--- src/rtl/dmem_arbiter.sv ---
// -----------------------------------------------------------------------------
// dmem_arbiter
//
// Shares a single-port 32K x 48 data memory between the CPU data port (A) and
// the debug/DMA port (B). Requests are serialised through a four-state FSM
// (IDLE -> ISSUE -> WAIT -> DONE), so at most one access is accepted every
// four cycles. Simultaneous requests are resolved by a one-bit round-robin
// pointer that always moves to the port that did not win the last grant.
//
// Ports
//   clk, reset_n          clock, asynchronous active-low reset
//   i_a_read, i_a_write   port A request levels, held until o_a_done
//   i_a_addr, i_a_data    port A word address / write data
//   o_a_data, o_a_done    port A read data (held until next A read) / done pulse
//   i_b_* / o_b_*         same as port A, for port B
//   o_m_addr, o_m_data    memory address / write data (registered, held)
//   o_m_read, o_m_write   memory strobes, one cycle per access
//   i_m_data, i_m_done    memory read data / completion
//   o_busy                high whenever the FSM is not in IDLE
// -----------------------------------------------------------------------------
module dmem_arbiter #(
  parameter int AW = 15,
  parameter int DW = 48
) (
  input  logic          clk,
  input  logic          reset_n,
  // port A
  input  logic          i_a_read,
  input  logic          i_a_write,
  input  logic [AW-1:0] i_a_addr,
  input  logic [DW-1:0] i_a_data,
  output logic [DW-1:0] o_a_data,
  output logic          o_a_done,
  // port B
  input  logic          i_b_read,
  input  logic          i_b_write,
  input  logic [AW-1:0] i_b_addr,
  input  logic [DW-1:0] i_b_data,
  output logic [DW-1:0] o_b_data,
  output logic          o_b_done,
  // memory side
  output logic [AW-1:0] o_m_addr,
  output logic          o_m_read,
  output logic          o_m_write,
  output logic [DW-1:0] o_m_data,
  input  logic [DW-1:0] i_m_data,
  input  logic          i_m_done,
  // status
  output logic          o_busy
);

  typedef enum logic [1:0] {
    S_IDLE  = 2'd0,
    S_ISSUE = 2'd1,
    S_WAIT  = 2'd2,
    S_DONE  = 2'd3
  } state_t;

  state_t        r_state;
  state_t        w_state_next;

  // Port id encoding used throughout: 0 = A, 1 = B.
  logic          r_ptr;        // preferred port on a tie
  logic          r_owner;      // port that owns the access in flight
  logic          r_op_write;   // 1 = write, 0 = read
  logic [AW-1:0] r_m_addr;
  logic [DW-1:0] r_m_data;
  logic          r_m_read;
  logic          r_m_write;

  // Per-port views of the request inputs so the port logic can be generated.
  logic [1:0]    w_rd;
  logic [1:0]    w_wr;
  logic [1:0]    w_req;
  logic [1:0]    w_done;
  logic [DW-1:0] w_rdata [2];

  // FSM decode strobes
  logic          w_grant_en;   // IDLE with a request: latch the winner
  logic          w_capture;    // WAIT with memory completion
  logic          w_grant_b;    // winner of the current arbitration is B
  logic          w_sel_write;
  logic [AW-1:0] w_sel_addr;
  logic [DW-1:0] w_sel_data;

  assign w_rd = {i_b_read,  i_a_read};
  assign w_wr = {i_b_write, i_a_write};

  // ---------------------------------------------------------------------------
  // Arbitration: B wins only when it requests and either A is silent or the
  // pointer prefers B. A read+write request is treated as a write.
  // ---------------------------------------------------------------------------
  assign w_grant_b   = w_req[1] & (~w_req[0] | r_ptr);
  assign w_sel_write = w_grant_b ? w_wr[1]  : w_wr[0];
  assign w_sel_addr  = w_grant_b ? i_b_addr : i_a_addr;
  assign w_sel_data  = w_grant_b ? i_b_data : i_a_data;

  // ---------------------------------------------------------------------------
  // FSM: state register
  // ---------------------------------------------------------------------------
  always_ff @(posedge clk or negedge reset_n) begin
    if (!reset_n) begin
      r_state <= S_IDLE;
    end else begin
      r_state <= w_state_next;
    end
  end

  // ---------------------------------------------------------------------------
  // FSM: next state and decode. Requests are looked at only in IDLE and
  // memory completions only in WAIT; anything else is ignored.
  // ---------------------------------------------------------------------------
  always_comb begin
    w_state_next = r_state;
    w_grant_en   = 1'b0;
    w_capture    = 1'b0;
    unique case (r_state)
      S_IDLE: begin
        if (|w_req) begin
          w_grant_en   = 1'b1;
          w_state_next = S_ISSUE;
        end
      end
      S_ISSUE: begin
        w_state_next = S_WAIT;
      end
      S_WAIT: begin
        if (i_m_done) begin
          w_capture    = 1'b1;
          w_state_next = S_DONE;
        end
      end
      S_DONE: begin
        w_state_next = S_IDLE;
      end
      default: begin
        w_state_next = S_IDLE;
      end
    endcase
  end

  // ---------------------------------------------------------------------------
  // Latched request and memory-side outputs. The strobe is registered at the
  // grant so that it is high exactly during ISSUE; address and data stay
  // held afterwards until the next grant.
  // ---------------------------------------------------------------------------
  always_ff @(posedge clk or negedge reset_n) begin
    if (!reset_n) begin
      r_ptr      <= 1'b0;
      r_owner    <= 1'b0;
      r_op_write <= 1'b0;
      r_m_addr   <= '0;
      r_m_data   <= '0;
      r_m_read   <= 1'b0;
      r_m_write  <= 1'b0;
    end else begin
      r_m_read  <= w_grant_en & ~w_sel_write;
      r_m_write <= w_grant_en &  w_sel_write;
      if (w_grant_en) begin
        r_owner    <= w_grant_b;
        r_ptr      <= ~w_grant_b;
        r_op_write <= w_sel_write;
        r_m_addr   <= w_sel_addr;
        r_m_data   <= w_sel_data;
      end
    end
  end

  // ---------------------------------------------------------------------------
  // Per-port completion and read-data registers. Only the owner of the access
  // sees a done pulse, and only a read updates its data register.
  // ---------------------------------------------------------------------------
  for (genvar gi = 0; gi < 2; gi++) begin : g_port
    localparam logic PORT_ID = 1'(gi);

    logic          r_done;
    logic [DW-1:0] r_rdata;
    logic          w_mine;

    assign w_req[gi] = w_rd[gi] | w_wr[gi];
    assign w_mine    = (r_owner == PORT_ID);

    always_ff @(posedge clk or negedge reset_n) begin
      if (!reset_n) begin
        r_done  <= 1'b0;
        r_rdata <= '0;
      end else begin
        r_done <= w_capture & w_mine;
        if (w_capture & w_mine & ~r_op_write) begin
          r_rdata <= i_m_data;
        end
      end
    end

    assign w_done[gi]  = r_done;
    assign w_rdata[gi] = r_rdata;
  end

  // ---------------------------------------------------------------------------
  // Outputs
  // ---------------------------------------------------------------------------
  assign o_a_done  = w_done[0];
  assign o_b_done  = w_done[1];
  assign o_a_data  = w_rdata[0];
  assign o_b_data  = w_rdata[1];
  assign o_m_addr  = r_m_addr;
  assign o_m_data  = r_m_data;
  assign o_m_read  = r_m_read;
  assign o_m_write = r_m_write;
  assign o_busy    = (r_state != S_IDLE);

endmodule

--- config.mk ---
export PLATFORM = sky130hd
export DESIGN_NAME = dmem_arbiter
export DESIGN_NICKNAME = d
export VERILOG_FILES = /design/src/rtl/dmem_arbiter.sv
export SDC_FILE = /design/constraint.sdc
export NUM_CORES = 1
export LEC_CHECK = 0
export BUFFER_PORTS_ARGS = -buffer_cell sky130_fd_sc_hd__buf_2
export CORE_AREA = 2 2 136 138
export DETAILED_ROUTE_END_ITERATION = 10
export DIE_AREA = 0 0 138 140
export GPL_ROUTABILITY_DRIVEN = 0
export PLACE_DENSITY = 0.7
export SLEW_MARGIN = 20
export SYNTH_ARGS = -nofsm -noshare
export SYNTH_HDL_FRONTEND = slang
export SYNTH_SLANG_ARGS = --single-unit
--- constraint.sdc ---
create_clock -name clk -period 3.7 [get_ports clk]
set_input_delay 1.11 -clock clk [delete_from_list [all_inputs] [get_ports clk]]
set_output_delay 1.11 -clock clk [all_outputs]
set_load 0.005 [all_outputs]
==> metrics.txt, run 1 <==
# TYPE chip_impl_metric gauge
chip_impl_metric{name="fin_crit_sh",unit=""} 0.697
chip_impl_metric{name="dr.first_iter.drc_count",unit=""} 137
chip_impl_metric{name="grt_start_max_net_pins",unit=""} 80
chip_impl_metric{name="cts_htree_levels",unit=""} 4
chip_impl_metric{name="grt_usage",unit=""} 0.199
chip_impl_metric{name="synthesis.nets",unit=""} 642
chip_impl_info{name="post_synth_most_frequent_cells",value="sky130_fd_sc_hd__dfrtp_1 (168), sky130_fd_sc_hd__mux2_2 (77), sky130_fd_sc_hd__and3_1 (64), sky130_fd_sc_hd__a221o_1 (63), sky130_fd_sc_hd__mux2_1 (20)"} 1
chip_impl_metric{name="power.density",unit="mW/mm^2"} 880
chip_impl_metric{name="cts_resized",unit=""} 0
chip_impl_metric{name="die_x",unit="microns"} 138
chip_impl_info{name="path_class",value="reg -> out"} 1
chip_impl_info{name="hold_start",value="o_b_data[40]"} 1
chip_impl_info{name="synth_top_family_by_area",value="multiplexers"} 1
chip_impl_metric{name="power.internal",unit="mW"} 5.67
chip_impl_metric{name="area_occupied_by_registers",unit="sq mm"} 0.00420
chip_impl_metric{name="cts_hold_repair.buffers",unit=""} 0
chip_impl_info{name="yosys.cell_count.top_type",value="sky130_fd_sc_hd__dfrtp_1"} 1
chip_impl_metric{name="r2r_slack",unit="ps"} 1650
chip_impl_metric{name="sequential_share_of_power",unit=""} 0.393
chip_impl_metric{name="nets",unit=""} 978
chip_impl_metric{name="synth_compound_gate_area_share",unit=""} 0.109
chip_impl_metric{name="leakagePower",unit="nW"} 4.97
chip_impl_metric{name="syn-instance-count",unit=""} 459
chip_impl_metric{name="period_minus_slack",unit="ps"} 2580
chip_impl_metric{name="drc_errors",unit=""} 0
chip_impl_metric{name="multi_input_area",unit="sq mm"} 0.00235
chip_impl_metric{name="p_sw_frac",unit=""} 0.311
chip_impl_metric{name="clock_latency",unit="ps"} 420
chip_impl_metric{name="synth.distinct_cells",unit=""} 28
chip_impl_metric{name="postRouteAntennaNets",unit=""} 0
chip_impl_info{name="cp-end-kind",value="output pin"} 1
chip_impl_metric{name="design.portCount",unit=""} 345
chip_impl_metric{name="clk_path_buf_depth",unit=""} 2
chip_impl_metric{name="ir_worst_vdd",unit="uV"} 378
chip_impl_metric{name="net-switching-power",unit="mW"} 2.55
chip_impl_metric{name="routed-via-count",unit=""} 5260
chip_impl_metric{name="finalCoreUtilization",unit=""} 0.526
chip_impl_metric{name="ys_warns",unit=""} 0
chip_impl_info{name="status",value="complete, no violations"} 1
chip_impl_metric{name="syn_avg_cell_area",unit="sq um"} 14.7
chip_impl_metric{name="synthArstFlopShare",unit=""} 1.00
chip_impl_metric{name="clk_transition_reported_paths",unit="ps"} 60
chip_impl_metric{name="core.rowCount",unit=""} 49
chip_impl_metric{name="yosysTopAreaCellShare",unit=""} 0.622
chip_impl_metric{name="post_drt_via_cell_ratio",unit=""} 5.08
chip_impl_info{name="cp-startpoint",value="r_state[0]"} 1
chip_impl_metric{name="placeable_area",unit="sq mm"} 0.0178
chip_impl_metric{name="dp_hpwl",unit="microns"} 14300
chip_impl_metric{name="post-cts-setup-buffers",unit=""} 0
chip_impl_metric{name="number_of_antenna_violations_at_the_first_check_in_global_routing",unit=""} 2
chip_impl_metric{name="mean_routed_wirelength_per_cell",unit="microns"} 18.5
chip_impl_metric{name="mappedNetlistArea",unit="sq mm"} 0.00676
chip_impl_metric{name="post_synth_edffs",unit=""} 0
chip_impl_metric{name="first_global_vias",unit=""} 5320
chip_impl_metric{name="power_frac_clock",unit=""} 0.246
chip_impl_metric{name="setup_viol_count_final",unit=""} 0
chip_impl_metric{name="insertedDiodeCount",unit=""} 0
chip_impl_info{name="min-delay-path-class",value="reg -> reg"} 1
chip_impl_info{name="unrepaired_setup_endpoints_after_global_routing",value="no"} 1
chip_impl_metric{name="wl",unit="microns"} 19200
chip_impl_info{name="synth.top_cells.by_area",value="sky130_fd_sc_hd__dfrtp_1 (62%), sky130_fd_sc_hd__mux2_2 (13%), sky130_fd_sc_hd__a221o_1 (9.3%)"} 1
chip_impl_metric{name="synth_simple_gate_area_frac",unit=""} 0.0698
chip_impl_info{name="clockRootBuffer",value="sky130_fd_sc_hd__clkbuf_16"} 1
chip_impl_metric{name="finalClockSkew",unit="ps"} 7.81
chip_impl_metric{name="combPwrFrac",unit=""} 0.362
chip_impl_metric{name="initial_utilization",unit=""} 0.380
chip_impl_metric{name="clock.fmax",unit="MHz"} 388
chip_impl_metric{name="area_delta_synth_final",unit="%"} 38.3
chip_impl_metric{name="tritoncts.num_buffers",unit=""} 17
chip_impl_metric{name="r2r.worst_path.cells",unit=""} 6
chip_impl_metric{name="drive_above_1_share",unit=""} 0.577
chip_impl_metric{name="buffer_ports.inserted",unit=""} 344
chip_impl_metric{name="synth_fa_ha_area_frac",unit=""} 0.00370
chip_impl_metric{name="timing.max_slew.rel_slack",unit=""} 0.536
chip_impl_metric{name="fp.dieArea",unit="sq mm"} 0.0193
chip_impl_metric{name="timing.final.hold_violations",unit=""} 0
chip_impl_info{name="r2r_start",value="r_state[0]"} 1
chip_impl_metric{name="fillCellCount",unit=""} 1556
chip_impl_metric{name="die_y",unit="microns"} 140
chip_impl_metric{name="worstPathArrival",unit="ps"} 1470
chip_impl_metric{name="setup_total_negative_slack",unit="ps"} 0
chip_impl_info{name="synthDominantAreaCellType",value="sky130_fd_sc_hd__dfrtp_1"} 1
chip_impl_metric{name="synth_xor_area_frac",unit=""} 0
chip_impl_metric{name="yosys-mux-area-fraction",unit=""} 0.162
chip_impl_info{name="setup_crit_start_kind",value="flip-flop"} 1
chip_impl_metric{name="timing.critical_path.fanout_max",unit=""} 7
chip_impl_metric{name="seq_area_frac_synth",unit=""} 0.622
chip_impl_metric{name="stdcell_count",unit=""} 1036
chip_impl_metric{name="numClockSinks",unit=""} 168
chip_impl_info{name="tritoncts_clock_tree",value="done"} 1
chip_impl_metric{name="critical_path_required",unit="ps"} 2590
chip_impl_metric{name="timing.final.max_slew_violations",unit=""} 0
chip_impl_info{name="synth-main-ff-cell",value="sky130_fd_sc_hd__dfrtp_1"} 1
chip_impl_metric{name="drv.max_cap_violation_count",unit=""} 0
chip_impl_info{name="rr_endpoint",value="o_a_data[27]"} 1
chip_impl_metric{name="grt_first_pass_wirelength",unit="microns"} 30000
chip_impl_metric{name="worst_slew_pin_slew",unit="ps"} 695
chip_impl_info{name="timing_endpoint_of_the_critical_path",value="o_busy"} 1
chip_impl_metric{name="grt.overflow.total",unit=""} 0
chip_impl_metric{name="number_of_register_bits_inferred_by_synthesis",unit=""} 168
chip_impl_metric{name="drtPass1Iterations",unit=""} 4
chip_impl_metric{name="dp_cells",unit=""} 1005
-- power groups by stage --
stage / Combinational, mW / Clock (mW) / Sequential (mW)
floorplan: 1.55 / 0 / 3.30
global placement: 2.97 / 0 / 3.22
detailed placement: 3.04 / 0 / 3.26
CTS: 3.04 / 2.06 / 3.24
global route: 3.24 / 2.14 / 3.35
finish: 2.97 / 2.02 / 3.23
-- cells by family after synthesis --
logic type	after synthesis
AOI/OAI and AO/OA	76
adders and majority gates	2
buffers and inverters	39
DFF	168
muxes	97
and+or+nand+nor	77
-- layout by cell type (no fill, tap or decap), drive strengths merged --
cell      synthesis  routed
a211oi            1       1
a21o              1       1
a21oi             3       3
a221o            63      63
a22o              1       1
and3             64      64
buf              24     353
bufinv            0       6
clkbuf           12      18
clkinv            0       1
clkinvlp          0       2
dfrtp           168     168
ha                2       2
inv               3       7
mux2             97      97
nand2             4       4
nand2b            2       2
nand3b            1       1
nor2              2       2
nor2b             2       2
nor3              1       1
nor4              1       1
o211a             1       1
o21a              1       1
o21ai             2       2
o21bai            1       1
o22a              1       1
o41ai             1       1
-- per-layer routing --
| metal | share of wire | vias to the layer above | routed length [microns] | GRT usage |
|---|---|---|---|---|
| met5 | 0.0013 | - | 25 | 0 |
| met4 | 0.024 | 4 | 468 | 0.0730 |
| met3 | 0.075 | 31 | 1430 | 0.0602 |
| met2 | 0.50 | 249 | 9590 | 0.345 |
| met1 | 0.40 | 2546 | 7670 | 0.235 |
| li1 | - | 2430 | - | - |
-- flip-flops by register name, indices dropped and copies added, names as in the netlist --
name,flops
o_a_data,48
o_b_data,48
o_m_data,48
o_m_addr,15
r_state,2
g_port.w_mine,1
o_a_done,1
o_b_done,1
o_m_read,1
o_m_write,1
r_op_write,1
r_ptr,1
-- worst min-delay path by stage --
| stage | to | slack [ps] | cells past startpoint |
|---|---|---|---|
| 3_5_place_dp | o_b_data[40] | 480 | 1 |
| 6_report | o_b_data[40] | 490 | 1 |
| 3_3_place_gp | o_b_data[33] | 470 | 1 |
| 5_1_grt | o_b_data[38] | 510 | 1 |
| 2_1_floorplan | o_a_done | 460 | 1 |
| 4_1_cts | o_b_data[40] | 490 | 1 |
-- critical path, cell delays in order (launching register included) --
cell	delay (ps)
sky130_fd_sc_hd__dfrtp_1	390
sky130_fd_sc_hd__inv_1	80
sky130_fd_sc_hd__ha_1	340
sky130_fd_sc_hd__inv_1	100
sky130_fd_sc_hd__buf_2	150
-- through the flow --
stage / setup WS (ps) / power (mW) / hold slack, ps / area, sq um
6_report: 1120 / 8.22 / 487 / 9340
5_1_grt: 986 / 8.74 / 509 / 9340
4_1_cts: 1070 / 8.33 / 491 / 9340
3_5_place_dp: 1050 / 6.30 / 476 / 8670
3_3_place_gp: 1100 / 6.19 / 470 / 8670
2_1_floorplan: 1530 / 4.85 / 457 / 6760
-- area by class of cell --
type | count | share of cell area
well taps | 229 | 0.0307
multi-input cells | 252 | 0.252
clock buffers | 18 | 0.0459
flip-flops and latches | 168 | 0.450
clock inverters | 13 | 0.0258
repair buffers | 353 | 0.195
inverters | 3 | 0.00121
No activity file was read; power rests on OpenSTA's default activity.
==> run 2: changes to the inputs <==
--- a/config.mk
+++ b/config.mk
@@ -5,12 +5,13 @@
 export SDC_FILE = /design/constraint.sdc
 export NUM_CORES = 1
 export LEC_CHECK = 0
+export ABC_AREA = 1
 export BUFFER_PORTS_ARGS = -buffer_cell sky130_fd_sc_hd__buf_2
-export CORE_AREA = 2 2 136 138
+export CORE_AREA = 2 2 133 135
 export DETAILED_ROUTE_END_ITERATION = 10
-export DIE_AREA = 0 0 138 140
+export DIE_AREA = 0 0 135 137
 export GPL_ROUTABILITY_DRIVEN = 0
-export PLACE_DENSITY = 0.7
+export PLACE_DENSITY = 0.77
 export SLEW_MARGIN = 20
 export SYNTH_ARGS = -nofsm -noshare
 export SYNTH_HDL_FRONTEND = slang
==> constraint.sdc (replaced) <==
create_clock -name clk -period 2.1 [get_ports clk]
set_input_delay 0.63 -clock clk [delete_from_list [all_inputs] [get_ports clk]]
set_output_delay 0.63 -clock clk [all_outputs]
set_load 0.005 [all_outputs]
==> run 2 against run 1 <==
Net effect: clock power increased by 50%; via count grew 27%; sequential share of layout area down 0.99 points; setup slack worse by 980 ps; critical path type unchanged; critical endpoint unchanged; largest cell class unchanged; largest power group unchanged; highest routed layer is now met4.
==> metrics.txt, run 2 <==
# TYPE chip_impl_metric gauge
chip_impl_metric{name="initial_utilization",unit=""} 0.413
chip_impl_metric{name="postRouteAntennaNets",unit=""} 0
chip_impl_metric{name="critical_path_required",unit="ps"} 1470
chip_impl_metric{name="p_sw_frac",unit=""} 0.373
chip_impl_info{name="post_synth_most_frequent_cells",value="sky130_fd_sc_hd__nand2_1 (172), sky130_fd_sc_hd__dfrtp_1 (168), sky130_fd_sc_hd__nand3_1 (128), sky130_fd_sc_hd__nand4_1 (63), sky130_fd_sc_hd__inv_1 (55)"} 1
chip_impl_metric{name="cts_resized",unit=""} 0
chip_impl_metric{name="drtPass1Iterations",unit=""} 5
chip_impl_metric{name="die_x",unit="microns"} 135
chip_impl_metric{name="synthArstFlopShare",unit=""} 1.00
chip_impl_metric{name="setup_total_negative_slack",unit="ps"} 0
chip_impl_metric{name="design.portCount",unit=""} 345
chip_impl_metric{name="synth.distinct_cells",unit=""} 20
chip_impl_metric{name="sequential_share_of_power",unit=""} 0.395
chip_impl_metric{name="synthesis.nets",unit=""} 944
chip_impl_metric{name="drive_above_1_share",unit=""} 0.371
chip_impl_metric{name="grt_usage",unit=""} 0.218
chip_impl_metric{name="syn_avg_cell_area",unit="sq um"} 9.26
chip_impl_info{name="synth.top_cells.by_area",value="sky130_fd_sc_hd__dfrtp_1 (60%), sky130_fd_sc_hd__nand2_1 (9.2%), sky130_fd_sc_hd__nand3_1 (9.1%)"} 1
chip_impl_metric{name="timing.max_slew.rel_slack",unit=""} 0.641
chip_impl_info{name="tritoncts_clock_tree",value="done"} 1
chip_impl_metric{name="power.density",unit="mW/mm^2"} 1470
chip_impl_metric{name="area_delta_synth_final",unit="%"} 35.6
chip_impl_metric{name="grt_start_max_net_pins",unit=""} 97
chip_impl_metric{name="seq_area_frac_synth",unit=""} 0.597
chip_impl_metric{name="wl_met3",unit="microns"} 1810
chip_impl_metric{name="wl",unit="microns"} 20200
chip_impl_metric{name="clock.fmax",unit="MHz"} 511
chip_impl_metric{name="first_global_vias",unit=""} 6221
chip_impl_info{name="min-delay-path-class",value="in -> async"} 1
chip_impl_metric{name="fin_crit_sh",unit=""} 0.931
chip_impl_metric{name="multi_input_area",unit="sq mm"} 0.00229
chip_impl_metric{name="period_minus_slack",unit="ps"} 1960
chip_impl_metric{name="drc_errors",unit=""} 0
chip_impl_metric{name="fillCellCount",unit=""} 1564
chip_impl_info{name="layout_commonest_cell",value="sky130_fd_sc_hd__buf_2"} 1
chip_impl_metric{name="clk_path_buf_depth",unit=""} 2
chip_impl_metric{name="finalInstanceArea",unit="sq mm"} 0.00955
chip_impl_metric{name="yosysTopAreaCellShare",unit=""} 0.597
chip_impl_info{name="setup_crit_start_kind",value="flip-flop"} 1
chip_impl_metric{name="stdcell_count",unit=""} 1323
chip_impl_metric{name="placeable_area",unit="sq mm"} 0.0171
chip_impl_metric{name="clk_transition_reported_paths",unit="ps"} 70
chip_impl_metric{name="die_y",unit="microns"} 137
chip_impl_metric{name="clock_latency",unit="ps"} 420
chip_impl_info{name="synthDominantAreaCellType",value="sky130_fd_sc_hd__dfrtp_1"} 1
chip_impl_metric{name="drv.max_cap_violation_count",unit=""} 0
chip_impl_metric{name="post-cts-setup-buffers",unit=""} 0
chip_impl_metric{name="mean_routed_wirelength_per_cell",unit="microns"} 15.3
chip_impl_metric{name="post_synth_edffs",unit=""} 0
chip_impl_metric{name="metal_1_wl",unit="microns"} 8270
chip_impl_metric{name="grt_first_pass_wirelength",unit="microns"} 32000
chip_impl_metric{name="ir_worst_vdd",unit="uV"} 739
chip_impl_metric{name="grt.overflow.total",unit=""} 0
chip_impl_metric{name="nets",unit=""} 1267
chip_impl_info{name="synth-main-ff-cell",value="sky130_fd_sc_hd__dfrtp_1"} 1
chip_impl_metric{name="dp_cells",unit=""} 1290
chip_impl_metric{name="post_dp_cell_area",unit="sq mm"} 0.00898
chip_impl_metric{name="core.rowCount",unit=""} 48
chip_impl_metric{name="dr.first_iter.drc_count",unit=""} 356
chip_impl_metric{name="fp.dieArea",unit="sq mm"} 0.0185
chip_impl_metric{name="timing.final.max_slew_violations",unit=""} 0
chip_impl_info{name="status",value="complete, no violations"} 1
chip_impl_metric{name="post_drt_via_cell_ratio",unit=""} 5.04
chip_impl_metric{name="number_of_antenna_violations_at_the_first_check_in_global_routing",unit=""} 2
chip_impl_info{name="path_class",value="reg -> out"} 1
chip_impl_info{name="unrepaired_setup_endpoints_after_global_routing",value="no"} 1
chip_impl_metric{name="mappedNetlistArea",unit="sq mm"} 0.00704
chip_impl_info{name="commonest_non_fill_non_tap_cells_in_the_layout",value="sky130_fd_sc_hd__buf_2 (343), sky130_fd_sc_hd__nand2_1 (172), sky130_fd_sc_hd__dfrtp_1 (168)"} 1
chip_impl_metric{name="dp_hpwl",unit="microns"} 14500
chip_impl_metric{name="setup_viol_count_final",unit=""} 0
chip_impl_metric{name="leakagePower",unit="nW"} 5.25
chip_impl_metric{name="numClockSinks",unit=""} 168
chip_impl_info{name="yosys.cell_count.top_type",value="sky130_fd_sc_hd__nand2_1"} 1
chip_impl_info{name="cp-end-kind",value="output pin"} 1
chip_impl_metric{name="worst_slew_pin_slew",unit="ps"} 539
chip_impl_metric{name="cts_hold_repair.buffers",unit=""} 0
chip_impl_metric{name="area_occupied_by_registers",unit="sq mm"} 0.00420
chip_impl_metric{name="timing.final.hold_violations",unit=""} 0
chip_impl_metric{name="power.internal",unit="mW"} 8.83
chip_impl_metric{name="met2RoutedLength",unit="microns"} 9850
chip_impl_metric{name="routed-via-count",unit=""} 6663
chip_impl_metric{name="r2r_slack",unit="ps"} 510
chip_impl_metric{name="ys_warns",unit=""} 0
chip_impl_metric{name="buffer_ports.inserted",unit=""} 344
chip_impl_metric{name="combPwrFrac",unit=""} 0.390
chip_impl_metric{name="number_of_register_bits_inferred_by_synthesis",unit=""} 168
chip_impl_info{name="clockRootBuffer",value="sky130_fd_sc_hd__clkbuf_16"} 1
chip_impl_metric{name="finalClockSkew",unit="ps"} 16.1
chip_impl_info{name="top_layer",value="met4"} 1
chip_impl_metric{name="worstPathArrival",unit="ps"} 1330
chip_impl_metric{name="net-switching-power",unit="mW"} 5.25
chip_impl_metric{name="r2r.worst_path.cells",unit=""} 6
chip_impl_metric{name="power_frac_clock",unit=""} 0.215
chip_impl_metric{name="timing.critical_path.fanout_max",unit=""} 4
chip_impl_metric{name="tritoncts.num_buffers",unit=""} 17
chip_impl_metric{name="cts_htree_levels",unit=""} 4
chip_impl_metric{name="syn-instance-count",unit=""} 761
run 2: area by class of cell:
cell class | instances | share of cell area
Antenna cell | 2 | 0.000524
Multi-Input combinational cell | 474 | 0.240
Inverter | 58 | 0.0228
Clock inverter | 13 | 0.0139
Clock buffer | 18 | 0.0460
Tap cell | 225 | 0.0295
Timing Repair Buffer | 365 | 0.208
Sequential cell | 168 | 0.440
run 2: worst max-delay path, stage by stage (launching register included):
cell and delay [ps]:
sky130_fd_sc_hd__dfrtp_1 360, sky130_fd_sc_hd__inv_1 100, sky130_fd_sc_hd__ha_2 240, sky130_fd_sc_hd__inv_1 90
sky130_fd_sc_hd__buf_2 130
run 2: final timing paths:
check                        startpoint            to
min reg2reg                o_b_data[40]  o_b_data[40]
min                             reset_n  o_m_data[37]
max reg2reg                  r_state[0]    r_state[0]
max                          r_state[0]        o_busy
min in group clk           i_a_data[43]  o_m_data[43]
max in group asynchronous       reset_n   o_m_addr[8]
run 2: cells by family after synthesis:
| family | synth area share |
|---|---|
| and+or+nand+nor | 0.247 |
| DFF | 0.597 |
| buffers and inverters | 0.0810 |
| AOI/OAI and AO/OA | 0.0714 |
| adders and majority gates | 0.00355 |
run 2: routing by layer:
layer  track usage  up-vias
li1              -     3213
met1         0.277     3119
met2         0.362      308
met3        0.0644       23
met4        0.0625        0
met5             0        -
run 2: power by group through the flow:
| stage | logic [mW] | clock network, mW | registers, mW |
|---|---|---|---|
| floorplan | 2.83 | 0 | 5.74 |
| global placement | 5.44 | 0 | 5.56 |
| detailed placement | 5.57 | 0 | 5.60 |
| CTS | 5.58 | 3.10 | 5.57 |
| global route | 6.20 | 3.25 | 5.75 |
| finish | 5.49 | 3.03 | 5.56 |
run 2: metrics by stage:
step                hold WS [ps]  utilization  total power, mW  setup slack [ps]
floorplan                    334            -             8.57               604
CTS                          154        0.560             14.3               118
global route                 172        0.560             15.2              49.8
detailed placement           467        0.526             11.2               328
global placement             462        0.526             11.0               369
finish                       137        0.560             14.1               145
